[src/rtl/hsv_core_fetch_pkg.sv]
// rtl/hsv_core_fetch_pkg.sv - shared AXI constants and fetch record type for hsv_core_fetch
package hsv_core_fetch_pkg;

   typedef logic [1:0] axi_resp_t;

   localparam axi_resp_t AXI_RESP_OKAY   = 2'b00;
   localparam axi_resp_t AXI_RESP_SLVERR = 2'b10;
   localparam logic [2:0] AXI_SIZE_4     = 3'b010;
   localparam logic [1:0] AXI_BURST_INCR = 2'b01;

   typedef struct packed {
      logic [31:0] insn;
      logic [31:0] pc;
      logic [31:0] pc_increment;
      logic        fault;
   } fetch_data_t;

endpackage

[src/rtl/hsv_core_fetch.sv]
// rtl/hsv_core_fetch.sv - single-outstanding AXI instruction fetch unit with flush/discard handling
module hsv_core_fetch
   import hsv_core_fetch_pkg::*;
#(
   parameter logic [31:0] ResetPc = 32'h0000_0000
) (
   input  logic        clk_core,
   input  logic        rst_core_n,
   input  logic        flush_req,
   input  logic [31:0] flush_target,
   output logic        ar_valid,
   input  logic        ar_ready,
   output logic [31:0] ar_addr,
   output logic [7:0]  ar_len,
   output logic [2:0]  ar_size,
   output logic [1:0]  ar_burst,
   input  logic        r_valid,
   output logic        r_ready,
   input  logic [31:0] r_data,
   input  axi_resp_t   r_resp,
   output logic        fetch_valid,
   input  logic        fetch_ready,
   output fetch_data_t fetch_data
);

   localparam logic [2:0] REQUEST = 3'd0;
   localparam logic [2:0] WAIT_R  = 3'd1;
   localparam logic [2:0] HOLD    = 3'd2;
   localparam logic [2:0] DISCARD = 3'd3;
   localparam logic [2:0] STALL   = 3'd4;

   logic [2:0]  state_q, state_d;
   logic [31:0] pc_q, pc_d;
   logic        ar_valid_q, ar_valid_d;
   logic [31:0] ar_addr_q, ar_addr_d;
   fetch_data_t fetch_data_q, fetch_data_d;

   logic        ar_hs;
   logic        pc_q_is_mem;
   logic        pc_d_is_mem;
   logic        unused_resp_lsb;

   assign ar_hs       = ar_valid_q && ar_ready;
   assign pc_q_is_mem = (pc_q[1:0] == 2'b00) && (pc_q[31:30] == 2'b00);
   assign pc_d_is_mem = (pc_d[1:0] == 2'b00) && (pc_d[31:30] == 2'b00);

   // Only the error bit of the response matters; OKAY and EXOKAY are both success.
   assign unused_resp_lsb = r_resp[0];

   always_comb begin
      state_d      = state_q;
      pc_d         = pc_q;
      fetch_data_d = fetch_data_q;

      case (state_q)
         REQUEST: begin
            if (flush_req) begin
               pc_d    = flush_target;
               state_d = ar_valid_q ? DISCARD : REQUEST;
            end else if (!pc_q_is_mem) begin
               fetch_data_d.insn         = 32'h0000_0000;
               fetch_data_d.pc           = pc_q;
               fetch_data_d.pc_increment = pc_q + 32'd4;
               fetch_data_d.fault        = 1'b1;
               state_d                   = HOLD;
            end else if (ar_hs) begin
               state_d = WAIT_R;
            end
         end
         WAIT_R: begin
            // A beat taken in the same cycle as the flush leaves nothing to discard.
            if (flush_req) begin
               pc_d    = flush_target;
               state_d = r_valid ? REQUEST : DISCARD;
            end else if (r_valid) begin
               fetch_data_d.insn         = r_data;
               fetch_data_d.pc           = pc_q;
               fetch_data_d.pc_increment = pc_q + 32'd4;
               fetch_data_d.fault        = r_resp[1];
               state_d                   = HOLD;
            end
         end
         HOLD: begin
            if (flush_req) begin
               pc_d    = flush_target;
               state_d = REQUEST;
            end else if (fetch_ready) begin
               if (fetch_data_q.fault) begin
                  state_d = STALL;
               end else begin
                  pc_d    = pc_q + 32'd4;
                  state_d = REQUEST;
               end
            end
         end
         DISCARD: begin
            if (flush_req) begin
               pc_d = flush_target;
            end
            if (r_valid) begin
               state_d = REQUEST;
            end
         end
         STALL: begin
            if (flush_req) begin
               pc_d    = flush_target;
               state_d = REQUEST;
            end
         end
         default: begin
            state_d = REQUEST;
         end
      endcase

      // An offered address is never withdrawn or changed before it is accepted.
      if (ar_valid_q && !ar_ready) begin
         ar_valid_d = 1'b1;
         ar_addr_d  = ar_addr_q;
      end else begin
         ar_valid_d = (state_d == REQUEST) && pc_d_is_mem;
         ar_addr_d  = pc_d;
      end
   end

   always_ff @(posedge clk_core or negedge rst_core_n) begin
      if (!rst_core_n) begin
         state_q      <= REQUEST;
         pc_q         <= ResetPc;
         ar_valid_q   <= 1'b0;
         ar_addr_q    <= ResetPc;
         fetch_data_q <= '0;
      end else begin
         state_q      <= state_d;
         pc_q         <= pc_d;
         ar_valid_q   <= ar_valid_d;
         ar_addr_q    <= ar_addr_d;
         fetch_data_q <= fetch_data_d;
      end
   end

   assign ar_valid    = ar_valid_q;
   assign ar_addr     = ar_addr_q;
   assign ar_len      = 8'h00;
   assign ar_size     = AXI_SIZE_4;
   assign ar_burst    = AXI_BURST_INCR;
   assign r_ready     = (state_q == WAIT_R) || (state_q == DISCARD);
   assign fetch_valid = (state_q == HOLD);
   assign fetch_data  = fetch_data_q;

endmodule

[config.mk]
export PLATFORM = sky130hd
export DESIGN_NAME = hsv_core_fetch
export DESIGN_NICKNAME = d
export VERILOG_FILES = /design/src/rtl/hsv_core_fetch_pkg.sv /design/src/rtl/hsv_core_fetch.sv
export SDC_FILE = /design/constraint.sdc
export NUM_CORES = 1
export LEC_CHECK = 0
export ABC_AREA = 0
export BUFFER_PORTS_ARGS = -buffer_cell sky130_fd_sc_hd__buf_2
export CAP_MARGIN = 20
export CORE_ASPECT_RATIO = 2
export CORE_UTILIZATION = 25
export DETAILED_ROUTE_END_ITERATION = 16
export PLACE_DENSITY = 0.42
export RECOVER_POWER = 100
export SLEW_MARGIN = 25
export SYNTH_ARGS = -nofsm -noshare
export SYNTH_HDL_FRONTEND = slang
export SYNTH_SLANG_ARGS = --single-unit
[constraint.sdc]
create_clock -name clk_core -period 5.6 [get_ports clk_core]
set_input_delay 0.28 -clock clk_core [delete_from_list [all_inputs] [get_ports clk_core]]
set_output_delay 0.28 -clock clk_core [all_outputs]
set_load 0.01 [all_outputs]
Word level (Yosys, flattened, before mapping)
Index checks and enable logic that the tools add are counted.
W data, S select, Z words.

storage, ports and cells
  output and inout bits = 145
  register bits after elaboration = 165
  logic and storage cells = 57

cells by class
  add/subtract/negate cells = 1
  equal/unequal tests = 8
  reductions and logical operators = 16
  muxes and demuxes = 24

operator list
  cell                     count
  $mux W97                 4
  $pmux W97 S2             1
  $mux W32                 4
  $pmux W32 S2             1
  $add A32 B3 Y32 const B  1
  $mux W3                  10
  $pmux W3 S5              1
  $logic_not A2 Y1         4
  $ne A2 B2 Y1 const B     4
  $eq A3 B2 Y1 const B     2
  $logic_not A3 Y1         2
  $logic_and A1 B1 Y1      5
  $reduce_and A5 Y1        1
  $mux W2                  2
  $reduce_or A4 Y1         1
  $eq A3 B1 Y1 const B     1
  $eq A3 B3 Y1 const B     1
  $reduce_bool A2 Y1       1
  $logic_not A1 Y1         1
  $logic_or A1 B1 Y1       1
  $mux W1                  1

Logic depth before layout (Yosys ltp)
  depth after elaboration = 9
  gate-level depth with buffers = 8
  depth with buffers taken out = 7

Least setup slack after synthesis
Ideal clock, no wire load.

  path type = register to register
  start = reg pc_q[2]
  end = reg ar_addr_q[28] (netlist: ar_addr[28])
  required time = 5505 ps
  arrival time = 2070 ps
  path slack = 3434 ps
  library setup time = 95 ps
  cell stages (with the launch flop) = 8
  path buffers = 1
  cells stage by stage = dfrtp_1 -> ha_1 -> and4_1 -> buf_2 -> nand3_1 -> nor4_1 -> mux2_2 -> o31ai_1

on the way
  word-level cells in the longest chain between the ends = 5

RTL lines
  what                    line                   source
  start, declared         hsv_core_fetch.sv:33   logic [31:0] pc_q, pc_d;
  start signal, assigned  hsv_core_fetch.sv:128  pc_q <= ResetPc;
  start signal, assigned  hsv_core_fetch.sv:134  pc_q <= pc_d;
  $add A32 B3 Y32         hsv_core_fetch.sv:91   pc_d = pc_q + 32'd4;
  $mux W32                hsv_core_fetch.sv:88   if (fetch_data_q.fault) begin
  $mux W32                hsv_core_fetch.sv:87   end else if (fetch_ready) begin
  $mux W32                hsv_core_fetch.sv:84   if (flush_req) begin
  $pmux W32 S2            hsv_core_fetch.sv:55   case (state_q)
  end signal, assigned    hsv_core_fetch.sv:130  ar_addr_q <= ResetPc;
  end signal, assigned    hsv_core_fetch.sv:136  ar_addr_q <= ar_addr_d;
  end, declared           hsv_core_fetch.sv:35   logic [31:0] ar_addr_q, ar_addr_d;

No other way between the ends.
A chain may end at the register's enable or synchronous reset.

Worst setup path after layout
  start = reg pc_q[2]
  end = reg ar_valid_q (netlist: ar_valid)

on the way
  word-level cells in the longest chain between the ends = 9

RTL lines
  what                  line                   source
  $add A32 B3 Y32       hsv_core_fetch.sv:91
  $mux W32              hsv_core_fetch.sv:88
  $mux W32              hsv_core_fetch.sv:87
  $mux W32              hsv_core_fetch.sv:84
  $pmux W32 S2          hsv_core_fetch.sv:55
  named net pc_d[30]    hsv_core_fetch.sv:33
  $logic_not A2 Y1      hsv_core_fetch.sv:45   assign pc_d_is_mem = (pc_d[1:0] == 2'b00) && (pc_d[31:30] == 2'b00);
  $logic_and A1 B1 Y1   hsv_core_fetch.sv:45
  $logic_and A1 B1 Y1   hsv_core_fetch.sv:120  ar_valid_d = (state_d == REQUEST) && pc_d_is_mem;
  $mux W1               hsv_core_fetch.sv:116  if (ar_valid_q && !ar_ready) begin
  named net ar_valid_d  hsv_core_fetch.sv:34   logic ar_valid_q, ar_valid_d;
  end signal, assigned  hsv_core_fetch.sv:135  ar_valid_q <= ar_valid_d;
  end, declared         hsv_core_fetch.sv:34

The timed path passes the listed nets, and every way through them passes these cells.

==> metrics.yaml <==
setup_path:
  cp_cell_sequence: "ha_1 -> nand4_1 -> nor4_1 -> nand4_1 -> o311ai_0 -> o31ai_1"
  path_delay_family: "simple AND/OR/NAND/NOR gates"
  path_common_cell: "nand4_1"
  cp_max_fo: 7
  critPathLaunchType: "flop"
  endpoint_kind: "flop"
  cp_slowest_cell: "nor4_1"
  crit_required_ns: 5.90
  arrival_ns: 4.02
  cpPeakStageDelay_ns: 1.15
  worst-path-buf-inv: 0
  criticalPathCategory: "flop to flop"
timing:
  worstMarginPinSlew_ns: 1.40
  timing.fmax_mhz: 268
  finalSetupViolCount: 0
  fin_crit_sh_pct: 66.6
  whs_ns: 0.0632
  final_max_slew_viol_count: 0
  rsz0062_at_grt: "no"
  slew_headroom_pct: 5.60
  hold_viol_final: 0
  fin_tns_setup_ns: 0
  finClkSkew_ns: 0.00947
  period_needed_ns: 3.73
floorplan:
  io_pins: 217
  dieArea_um2: 32700
  fp.dieW_um: 128
  die_h_um: 255
  start_util_pct: 25.4
  row_count: 92
  core_um2: 31400
synth:
  ys_types: 69
  synth_top_area_share_pct: 51.2
  netlist_top_cells_count: "dfrtp_1, nand2_1, o21ai_0"
  async_reset_ff_share_pct: 100
  yosysSeqAreaShare_pct: 51.2
  synth_area_um2: 7970
  ys_warn_count: 0
  ys_seq_elements: 163
  synthFlopType: "dfrtp_1"
  yosysMostFrequentCell: "dfrtp_1"
  avgSynthCellArea_um2: 9.70
  synth_edf_count: 0
  synthCells: 822
  synthTopCellsByArea: "dfrtp_1, nand2_1, mux2_2"
  yosysTopAreaCell: "dfrtp_1"
clock_network:
  postCtsSetupBuffers: 0
  ctsLongestPathBuffers: 2
  clk_latency_ns: 0.45
  cts.clk_slew.worst_paths_ns: 0.07
  cts_max_level: 4
  cts_made_buffers: 17
  tritoncts: "yes"
  cts_sinks: 163
  root_buffer: "clkbuf_16"
outcome:
  status: "completed"
power:
  ir_drop_v: 0.000232
  power_density_nw_per_um2: 493
  p_leak_nw: 3.98
job:
  maxCapViolations: 0
route:
  wl_um: 27300
  vias: 6650
  drt.antenna.violating_nets: 0
  drc: 0
  viasPerCell: 4.68
  routedWlPerCell_um: 19.2
  drt_iter0_markers: 397
  dr.pass1.iters: 5
grt:
  grt_overflow: 0
  grt_max_degree: 164
  track_usage_pct: 16.9
  grt_pass1_wl_um: 40500
  grt_pass1_vias: 6546
  antenna_found_initial: 1
cells_and_area:
  areaGrowthSynthToFinish_pct: 21.3
  final_layout_size_suffix_gt1_share_pct: 16.0
  layout.nets: 1057
placement:
  globalplace.congestion: 0.804
  io_buffers: 202
  dp_hpwl_um: 19900
worst_hold_path:
  hp-class: "input pin to flop"
metrics by stage:
| step | setup slack, ns | cell area (um^2) | util (%) | total power, W | cells |
|---|---|---|---|---|---|
| 3_5_place_dp | 2.64 | 9250 | 29.4 | 0.00370 | 1386 |
| 2_1_floorplan | 3.43 | 8010 | - | 0.00293 | 833 |
| 5_1_grt | 1.73 | 9670 | 30.8 | 0.00511 | 1421 |
| 4_1_cts | 2.62 | 9860 | 31.4 | 0.00495 | 1418 |
| 3_3_place_gp | 2.71 | 9250 | 29.4 | 0.00368 | 1386 |
| 6_report | 1.87 | 9670 | 30.8 | 0.00477 | 1421 |
report_power, final:
| group | internal (W) | switching (W) |
|---|---|---|
| Combinational | 0.000584 | 0.000965 |
| Sequential | 0.00158 | 0.000422 |
| Clock | 0.000683 | 0.000540 |
flip-flops by register name, indices dropped and copies added, names as in the netlist:
| name | count |
|---|---|
| state_q | 3 |
| ar_addr | 32 |
| fetch_data | 95 |
| ar_valid | 1 |
| pc_q | 32 |
cell type report:
class	count	area [um^2]
Antenna cell	1	2.50
Timing Repair Buffer	212	963
Sequential cell	163	4080
Inverter	10	37.5
Tap cell	423	529
Clock inverter	14	168
Multi-Input combinational cell	580	3460
Fill cell	3433	21800
Clock buffer	18	439
routing by layer:
metal	routed length, um	GRT usage, %
met5	0	0
met4	809	7.50
met3	1110	3.13
met2	15300	32.4
met1	10000	17.5
placed cells by master (no fill, tap or decap), types with 3 or more instances in the layout:
cell type    n
dfrtp_1    163
nand2_1    155
clkbuf_1   134
o21ai_0     87
buf_2       69
nor2_1      42
mux2_2      38
nand3_1     22
xnor2_1     18
clkbuf_16   17
nor2b_1     15
nand4_1     15
nor4_1      14
a31oi_1     14
conb_1      13
a21oi_1     11
or3_1       10
xor2_1      10
inv_1        9
a41oi_1      9
or4_1        8
nor3_1       8
o311ai_0     7
a22oi_1      7
o31ai_1      6
nand2b_1     5
and4_1       5
o221ai_1     5
buf_4        5
inv_6        4
clkinv_4     4
and3_1       3
a31o_2       3
mux2_1       3
a21o_1       3
o211ai_1     3
logic make-up after synthesis:
logic type | synth area share (%)
AOI/OAI and AO/OA | 14.1
buffers and inverters | 5.54
other | 0.0942
muxes | 6.09
and+or+nand+nor | 19.8
adders and majority gates | 0.157
DFF | 51.2
xor gates and xnor gates | 3.08
what timing repair did:
item,in CTS,in global routing
hold buffers,0,1
gates resized for setup,0,0
endpoints found under the setup margin,0,0
hold endpoints to repair,0,83
tightest hold or removal path: stages:
cell	delay, ns
buf_2	0.08
nand2_1	0.06
nand2_1	0.06
worst paths after layout:
kind,from,to,slack (ns),cells after the start
max reg2reg,pc_q[2],ar_valid,1.87,6
max in group asynchronous,rst_core_n,pc_q[5],4.32,4
max,pc_q[2],ar_valid,1.87,6
min in group asynchronous,rst_core_n,fetch_data[82],0.43,3
min reg2reg,fetch_data[62],fetch_data[62],0.48,2
min,flush_target[5],pc_q[5],0.06,3
Note: power is estimated with default switching activity, not from simulation.
